`config.mk`:
```
export PLATFORM = sky130hd
export DESIGN_NAME = app_wr_addr_ctrl_mb
export DESIGN_NICKNAME = d
export VERILOG_FILES = /design/src/rtl/app_wr_addr_ctrl_mb.sv
export SDC_FILE = /design/constraint.sdc
export NUM_CORES = 1
export LEC_CHECK = 0
export CAP_MARGIN = 20
export CORE_MARGIN = 5
export CORE_UTILIZATION = 45
export CTS_CLUSTER_DIAMETER = 200
export CTS_CLUSTER_SIZE = 16
export DETAILED_ROUTE_END_ITERATION = 10
export GPL_TIMING_DRIVEN = 0
export HOLD_SLACK_MARGIN = 0.03
export PLACE_DENSITY_LB_ADDON = 0.12
export SYNTH_ARGS = -nofsm -noshare
export SYNTH_HDL_FRONTEND = slang
export SYNTH_SLANG_ARGS = --single-unit
```
`constraint.sdc`:
```
create_clock -name I_clk -period 4.44 [get_ports I_clk]
set_clock_uncertainty 0.2 [all_clocks]
set_input_delay 0.888 -clock I_clk [delete_from_list [all_inputs] [get_ports I_clk]]
set_output_delay 0.888 -clock I_clk [all_outputs]
set_load 0.005 [all_outputs]
```
`src/rtl/app_wr_addr_ctrl_mb.sv`:
```
// Write-side DMA address generator for the DDR3 native app interface. It forwards
// pixel beats to the write-data FIFO and pushes one command per burst across NUM_BUF buffers.
module app_wr_addr_ctrl_mb #(
  parameter int BASE_ADDR = 0,
  parameter int DATA_WD   = 256,
  parameter int ADDR_WD   = 28,
  parameter int BURST_LEN = 64,
  parameter int IW        = 1024,
  parameter int IH        = 768,
  parameter int PIX_BYTES = 2,
  parameter int NUM_BUF   = 3
) (
  input  logic               I_clk,
  input  logic               I_Rst_n,
  input  logic               I_frame_start,
  input  logic               I_wren,
  input  logic [DATA_WD-1:0] I_wdata,
  input  logic               I_cmd_full,
  output logic               wr_fifo_wren,
  output logic [DATA_WD-1:0] wr_fifo_wdata,
  output logic               wr_cmd_wren,
  output logic [2:0]         wr_cmd_wrcmd,
  output logic [7:0]         wr_cmd_wrbl,
  output logic [ADDR_WD-1:0] wr_cmd_wraddr,
  output logic               O_done_pulse,
  output logic [1:0]         O_done_buf,
  output logic               O_overflow
);

  localparam int WORDS_PER_BEAT = DATA_WD / 32;
  localparam int STEP           = BURST_LEN * WORDS_PER_BEAT;
  localparam int FRAME_RAW      = IW * IH * PIX_BYTES / 4;
  localparam int FRAME_SIZE     = ((FRAME_RAW + STEP - 1) / STEP) * STEP;

  typedef enum logic [1:0] {
    S_IDLE   = 2'd0,
    S_RUN    = 2'd1,
    S_FLUSH  = 2'd2,
    S_SWITCH = 2'd3
  } state_t;

  state_t               state_r;
  state_t               state_nx_s;
  logic [7:0]           cnt_r;
  logic [1:0]           idx_r;
  logic [ADDR_WD-1:0]   offset_r;
  logic                 pend_r;
  logic                 stage_vld_r;
  logic [DATA_WD-1:0]   stage_data_r;

  logic                 fifo_wren_r;
  logic [DATA_WD-1:0]   fifo_wdata_r;
  logic                 cmd_wren_r;
  logic [7:0]           cmd_bl_r;
  logic [ADDR_WD-1:0]   cmd_addr_r;
  logic                 done_pulse_r;
  logic [1:0]           done_buf_r;
  logic                 overflow_r;

  logic                 accept_s;
  logic                 stage_load_s;
  logic                 start_run_s;
  logic                 switch_s;
  logic                 proto_err_s;
  logic                 burst_done_s;
  logic                 flush_s;
  logic                 push_s;
  logic                 new_cmd_s;
  logic                 pend_busy_s;
  logic [7:0]           new_bl_s;
  logic [1:0]           idx_nx_s;
  logic [ADDR_WD-1:0]   base_s;
  logic [ADDR_WD-1:0]   offset_adv_s;
  logic [ADDR_WD-1:0]   offset_nx_s;

  // State register
  always_ff @(posedge I_clk) begin
    if (!I_Rst_n) begin
      state_r <= S_IDLE;
    end else begin
      state_r <= state_nx_s;
    end
  end

  // Next-state logic
  always_comb begin
    state_nx_s = state_r;
    case (state_r)
      S_IDLE: begin
        if (I_frame_start) state_nx_s = S_RUN;
        else               state_nx_s = S_IDLE;
      end
      S_RUN: begin
        if (I_frame_start) state_nx_s = S_FLUSH;
        else               state_nx_s = S_RUN;
      end
      S_FLUSH: begin
        if (!pend_r) state_nx_s = S_SWITCH;
        else         state_nx_s = S_FLUSH;
      end
      S_SWITCH: state_nx_s = S_RUN;
      default:  state_nx_s = S_IDLE;
    endcase
  end

  // Per-state control decode
  always_comb begin
    accept_s     = 1'b0;
    stage_load_s = 1'b0;
    start_run_s  = 1'b0;
    switch_s     = 1'b0;
    proto_err_s  = 1'b0;
    case (state_r)
      S_RUN: begin
        accept_s     = I_wren & ~I_frame_start;
        stage_load_s = I_wren & I_frame_start;
        start_run_s  = I_frame_start;
      end
      S_FLUSH: begin
        proto_err_s = I_wren | I_frame_start;
      end
      S_SWITCH: begin
        switch_s    = 1'b1;
        proto_err_s = I_wren | I_frame_start;
      end
      default: begin
        accept_s = 1'b0;
      end
    endcase
  end

  assign burst_done_s = accept_s & (cnt_r == 8'(BURST_LEN - 1));
  assign flush_s      = start_run_s & (cnt_r != 8'd0);
  assign push_s       = pend_r & ~I_cmd_full;
  assign new_cmd_s    = burst_done_s | flush_s;
  // A command leaving this very cycle frees the slot for the next one.
  assign pend_busy_s  = pend_r & ~push_s;
  assign new_bl_s     = burst_done_s ? 8'(BURST_LEN) : cnt_r;
  assign idx_nx_s     = (idx_r == 2'(NUM_BUF - 1)) ? 2'd0 : idx_r + 2'd1;
  assign base_s       = ADDR_WD'(BASE_ADDR) + ADDR_WD'(idx_r) * ADDR_WD'(FRAME_SIZE);
  assign offset_adv_s = offset_r + ADDR_WD'(cmd_bl_r) * ADDR_WD'(WORDS_PER_BEAT);

  // Offset after any push this cycle, wrapping inside the current buffer
  always_comb begin
    offset_nx_s = offset_r;
    if (push_s) begin
      if (offset_adv_s >= ADDR_WD'(FRAME_SIZE)) offset_nx_s = '0;
      else                                      offset_nx_s = offset_adv_s;
    end else begin
      offset_nx_s = offset_r;
    end
  end

  // Datapath, beat counting, command slot and status registers
  always_ff @(posedge I_clk) begin
    if (!I_Rst_n) begin
      cnt_r        <= 8'd0;
      idx_r        <= 2'd0;
      offset_r     <= '0;
      pend_r       <= 1'b0;
      stage_vld_r  <= 1'b0;
      stage_data_r <= '0;
      fifo_wren_r  <= 1'b0;
      fifo_wdata_r <= '0;
      cmd_wren_r   <= 1'b0;
      cmd_bl_r     <= 8'd0;
      cmd_addr_r   <= '0;
      done_pulse_r <= 1'b0;
      done_buf_r   <= 2'd0;
      overflow_r   <= 1'b0;
    end else begin
      if (switch_s && stage_vld_r) begin
        fifo_wren_r  <= 1'b1;
        fifo_wdata_r <= stage_data_r;
      end else if (accept_s) begin
        fifo_wren_r  <= 1'b1;
        fifo_wdata_r <= I_wdata;
      end else begin
        fifo_wren_r  <= 1'b0;
      end

      if (stage_load_s) begin
        stage_vld_r  <= 1'b1;
        stage_data_r <= I_wdata;
      end else if (switch_s) begin
        stage_vld_r  <= 1'b0;
      end

      // The staged boundary beat opens the new frame's first burst.
      if (switch_s)                      cnt_r <= stage_vld_r ? 8'd1 : 8'd0;
      else if (start_run_s || burst_done_s) cnt_r <= 8'd0;
      else if (accept_s)                 cnt_r <= cnt_r + 8'd1;

      cmd_wren_r <= push_s;
      if (new_cmd_s && !pend_busy_s) begin
        pend_r     <= 1'b1;
        cmd_bl_r   <= new_bl_s;
        cmd_addr_r <= base_s + offset_nx_s;
      end else if (push_s) begin
        pend_r     <= 1'b0;
      end

      if (switch_s) begin
        offset_r <= '0;
        idx_r    <= idx_nx_s;
      end else begin
        offset_r <= offset_nx_s;
      end

      done_pulse_r <= switch_s;
      if (switch_s) done_buf_r <= idx_r;

      if (proto_err_s || (new_cmd_s && pend_busy_s)) overflow_r <= 1'b1;
    end
  end

  assign wr_fifo_wren  = fifo_wren_r;
  assign wr_fifo_wdata = fifo_wdata_r;
  assign wr_cmd_wren   = cmd_wren_r;
  assign wr_cmd_wrcmd  = 3'b000;
  assign wr_cmd_wrbl   = cmd_bl_r;
  assign wr_cmd_wraddr = cmd_addr_r;
  assign O_done_pulse  = done_pulse_r;
  assign O_done_buf    = done_buf_r;
  assign O_overflow    = overflow_r;

endmodule

```
Word level (Yosys, flattened, before mapping). Index checks and enable logic that the tools add are counted. Widths: inputs -> output; s select.

Register bits after elaboration: 596. Output and inout bits: 301. Word-level logic and storage cells: 77.

Add/subtract/negate cells: 4. $mul: 1. Order comparisons: 1. Eq/ne operators: 5. Muxes and demuxes: 25. Bitwise gates (word level): 12. Reduce and logical (&&, ||, !) cells: 14.

Operators with widths (number): $mux 256 (2); $mux 28 (2); $mux 8 (4); $add 21x28->28 (1); $add 28x11->28 (1); $ge 28x19->1 const B (1); $mux 1 (14); $add 8x1->8 const B (1); $eq 8x6->1 const B (1); $pmux 2 s4 (1); $reduce_bool 8->1 (1); $and 1x1->1 (6); $eq 2x2->1 const B (3); $reduce_bool 2->1 (3); $mul 2x2->4 const B (1); $mux 2 (2); $not 1->1 (4); $reduce_or 2->1 (2); $logic_and 1x1->1 (3); $reduce_bool 3->1 (1); $add 2x1->2 const B (1); $eq 2x1->1 const B (1); $logic_not 2->1 (1); $logic_or 1x1->1 (2); other kinds (2) (3).

Depth between registers and ports, before layout.
Depth after elaboration: 7. Depth in mapped cells: 19. Mapped depth without buffers: 19.

Worst setup path before layout. No wires, ideal clock.

Kind: register to register. From: register cmd_bl_r[0] (netlist: wr_cmd_wrbl[0]). To: register cmd_addr_r[24] (netlist: wr_cmd_wraddr[24]). Data arrival time: 3970 ps. Required time: 4112 ps. Setup slack: 142 ps. Stages on the path, launching flop included: 19. Buffers on the path: 0. Path through: dfxtp_1 > ha_1 > inv_1 > fa_1 > nor2b_1 > o31ai_1 > a21o_1 > or4_4 > a311oi_4 > a41oi_1 > nor2_1 > ha_1 > a21o_1 > a21o_1 > a21oi_1 > nor2_1 > xor2_1 > a22oi_1 > nor2_1.

Longest elaborated chain between the ends: 5.

Ends and longest elaborated chain: from (decl) (line 54) `logic [7:0] cmd_bl_r;`; from (signal assigned) (line 197) `cmd_bl_r <= new_bl_s;`; $add 28x11->28 * (line 141) `assign offset_adv_s = offset_r + ADDR_WD'(cmd_bl_r) * ADDR_WD'(WORDS_PER_BEAT);`; $ge 28x19->1 (line 147) `if (offset_adv_s >= ADDR_WD'(FRAME_SIZE)) offset_nx_s = '0;`; $mux 28 * (line 147); $mux 28 * (line 146) `if (push_s) begin`; named net offset_nx_s[18] (line 74) `logic [ADDR_WD-1:0] offset_nx_s;`; $add 21x28->28 * (line 198) `cmd_addr_r <= base_s + offset_nx_s;`; to (signal assigned) (line 198); to (decl) (line 55) `logic [ADDR_WD-1:0] cmd_addr_r;`.

Mark *: on every way through the listed nets, which the timed path passes. The rest lies on a longest branch. A chain may end at the register's enable or synchronous reset.

Worst setup path in the final report.
From: register cmd_bl_r[5] (netlist: wr_cmd_wrbl[5]). To: register cmd_addr_r[25] (netlist: wr_cmd_wraddr[25]).

Same word-level chain as after synthesis.

==> metrics.md <==
| Metric | Value |
|---|---|
| Status | `completed` |
| Seq pwr share | `54.1%` |
| Cells after Synth | `2773` |
| Wire length per cell | `20.9 um` |
| Grt ovf | `0` |
| CP Cell Sequence | `ha_1 -> a21oi_1 -> and2_1 -> a21o_1 -> or4_4 -> a311oi_4 -> a41oi_2 -> nor2_2 -> ha_2 -> fa_2 -> a21o_1 -> a21oi_4 -> nor2_2 -> and3_4 -> xor2_1 -> nand3_1 -> a21oi_1` |
| Async S/R FF share, synth | `0%` |
| Synth top area share | `49.8%` |
| Design Power | `10.3 mW` |
| Area growth, synth to finish | `33.1%` |
| H-Tree Depth | `2` |
| Clk root buf | `clkbuf_16` |
| # rows | `84` |
| Sw Pwr | `2.49 mW` |
| # DRC | `0` |
| Worst Setup SP | `wr_cmd_wrbl[5]` |
| Post-route ant nets | `0` |
| Hold_sp | `offset_r[2]` |
| Max cap viols | `0` |
| Delay of the slowest critical-path stage | `490 ps` |
| Max_slew headroom | `31.7%` |
| Slowest CP cell | `or4_4` |
| Tcrit/Tclk final | `98.8%` |
| CTS Buf Count | `43` |
| Int Pwr | `7.85 mW` |
| Starting Density | `45.5%` |
| Largest net degree at the start of global routing | `17` |
| Layout Cell Area excl Fill | `31900 um^2` |
| GRT Util Overall | `27.9%` |
| Setup crit start kind | `flop` |
| Critical Path AT | `4690 ps` |
| Post-synth EDFFs | `0` |
| #FFs+latches synth | `596` |
| Pleak | `11.1 nW` |
| # fillers | `4544` |
| Wirelength, routed | `85500 um` |
| Final Hold Fails | `0` |
| Maximum operating frequency | `228 MHz` |
| Worst-path clk slew | `70 ps` |
| Tmin final | `4390 ps` |
| Global-route wire length before repair | `129000 um` |
| Top post-synthesis cells by area | `dfxtp_1, mux2i_1, nand2_1` |
| Worst path bufs/invs | `0` |
| Max-slew violations | `0` |
| RSZ-0062 raised after global routing | `true` |
| Yosys cell types | `58` |
| Clk_lat worst skew | `570 ps` |
| Max Fanout on Critical Path | `6` |
| CP Data Required Time | `4750 ps` |
| TritonCTS clock tree | `built` |
| Switch share | `24.1%` |
| Most area-hungry cell type in the Yosys netlist | `dfxtp_1` |
| Placer congestion estimate | `0.917` |
| Slew at the pin with the worst max-slew slack | `1020 ps` |
| Sequential area share after synthesis | `49.8%` |
| Vias per cell | `5.55` |
| Share of layout cells above drive strength 1 | `3.04%` |
| Sink Count | `596` |
| # setup viols final | `0` |
| Port Buf Inserts | `558` |
| Die width | `241 um` |
| DP Wirelength | `63800 um` |
| Synth warnings | `0` |
| CP Class | `flop to flop` |
| Clock tree buffer depth | `3` |
| Core box area | `52700 um^2` |
| Worst hold path class | `flop to flop` |
| Ys flop type | `dfxtp_1` |
| Initial antenna violation count | `21` |
| Vias in the first global route | `22300` |
| Worst setup margin | `53.3 ps` |
| Syn avg cell area | `8.64 um^2` |
| Peak supply drop | `0.000282 V` |
| Nets | `3673` |
| Worst Setup End Kind | `flop` |
| Via count | `22700` |
| Cell Area, Synth | `23900 um^2` |
| Clock network power share | `35.3%` |
| Die ar. | `57900 um^2` |
| Worst slack at placement | `-719 ps` |
| Worst hold slack | `250 ps` |
| Reg-to-reg critical path startpoint | `wr_cmd_wrbl[5]` |
| Comb power frac | `10.6%` |
| Final core utilization | `60.6%` |
| Cell family with most CP delay | `compound AO/OA/AOI/OAI gates` |
| DRT Pass-1 Iters | `5` |
| Iter 0 DRT Violations | `1560` |
| Io pins | `562` |
| PwrDens | `324 nW/um^2` |
| Placed cell areas | `30400 um^2` |
| Die Y | `241 um` |
[what timing repair did]
action                                  CTS  global route
cloned                                    0             0
pin swaps                                 8            15
endpoints found under the setup margin    8             7
hold buffers                              0             0
buffers inserted                          8             6
resized for setup                        21            21
[area by class of cell]
cell class	count	area (um^2)	share of cell area, %
buffer	227	872	2.74
sequential	596	11900	37.4
timing repair buffer	572	5690	17.8
tap	688	861	2.70
antenna	12	30.0	0.0942
inverter	13	48.8	0.153
clock inverter	1	16.3	0.0510
multi-input combinational	1939	11300	35.5
clock buffer	45	1130	3.53
[tightest hold or removal path, cell delays in order, from the launching register on]
cell and delay, ps:
dfxtp_1 330, nand2_1 60, nor2_1 30
[cells by family after synthesis]
| group | after synthesis | synth area share, % |
|---|---|---|
| AO/OA/AOI/OAI | 651 | 17.3 |
| XOR/XNOR | 22 | 0.805 |
| adder cells (fa/ha/maj) | 20 | 1.11 |
| buffers and inverters | 240 | 3.85 |
| flip-flops | 596 | 49.8 |
| multiplexers | 258 | 10.8 |
| other | 1 | 0.0157 |
| AND/OR/NAND/NOR | 985 | 16.3 |
[final timing paths]
check	end	slack (ps)	cells after the start
worst min-delay path	offset_r[2]	250	2
worst min register to register	offset_r[2]	250	2
worst max register to register	wr_cmd_wraddr[25]	50	17
worst max-delay path	wr_cmd_wraddr[25]	50	17
[per-layer routing]
| metal | vias up | part of all wire (%) | track usage [%] |
|---|---|---|---|
| li1 | 10800 | - | - |
| met2 | 778 | 47 | 46.0 |
| met4 | 20 | 3.7 | 10.4 |
| met5 | - | 0.15 | 0 |
| met3 | 185 | 8.1 | 7.26 |
| met1 | 10900 | 41 | 35.4 |
[synth_stat cells (all sizes together), types with 4 or more instances]
| cell | count |
|---|---|
| a21oi | 300 |
| and3 | 18 |
| a311oi | 6 |
| nand3 | 34 |
| mux2i | 258 |
| a211oi | 262 |
| a31oi | 9 |
| xor2 | 15 |
| xnor2 | 7 |
| buf | 42 |
| nand2 | 575 |
| o21ai | 25 |
| a32oi | 10 |
| inv | 13 |
| ha | 18 |
| a21o | 9 |
| and2 | 11 |
| dfxtp | 596 |
| clkbuf | 185 |
| nor3 | 8 |
| nand2b | 5 |
| a41oi | 4 |
| nand4 | 9 |
| nor2 | 311 |
[flip-flops by register name, summed over array words and instances (netlist names), named ones only]
signal         cells
idx_r              2
O_done_pulse       1
wr_fifo_wren       1
wr_fifo_wdata    256
stage_vld_r        1
wr_cmd_wraddr     28
O_overflow         1
cnt_r              8
state_r            1
stage_data_r     256
wr_cmd_wrbl        8
pend_r             1
wr_cmd_wren        1
offset_r          28
O_done_buf         2
[stage by stage]
stage	TNS [ps]	std cells
after floorplan	0	2775
after global placement	-3290	4021
after detailed placement	-3730	4021
after global routing	-537	4090
after CTS	-6.16	4075
final	0	4093
[power by group through the flow]
stage          Clock [mW]  Combinational, mW  Sequential (mW)
3_5_place_dp            0               1.09             5.72
2_1_floorplan           0              0.451             5.70
6_report             3.66               1.09             5.60
4_1_cts              3.74               1.09             5.60
3_3_place_gp            0               1.07             5.71
5_1_grt              3.94               1.18             5.61
[layout by cell type, fill, tap and decap left out, types with 3 or more instances in the layout]
cell type and n:
dfxtp_1 594, nand2_1 574, clkdlybuf4s50_1 558, nor2_1 308
a21oi_1 296, a211oi_1 261, mux2i_1 256, clkbuf_1 185
clkbuf_16 45, buf_1 37, nand3_1 33, and3_1 17
buf_4 17, xor2_1 15, o21ai_0 14, ha_1 14
diode_2 12, inv_1 11, and2_1 11, o21ai_1 10
a32oi_1 10, nand4_1 9, a21o_1 9, a31oi_1 9
nor3_1 8, xnor2_1 7, nand2b_1 5, a211o_1 3
o21a_1 3, nor2_2 3, a22oi_1 3, a311oi_1 3
ha_4 3, conb_1 3
(Power assumes the default switching activity.)
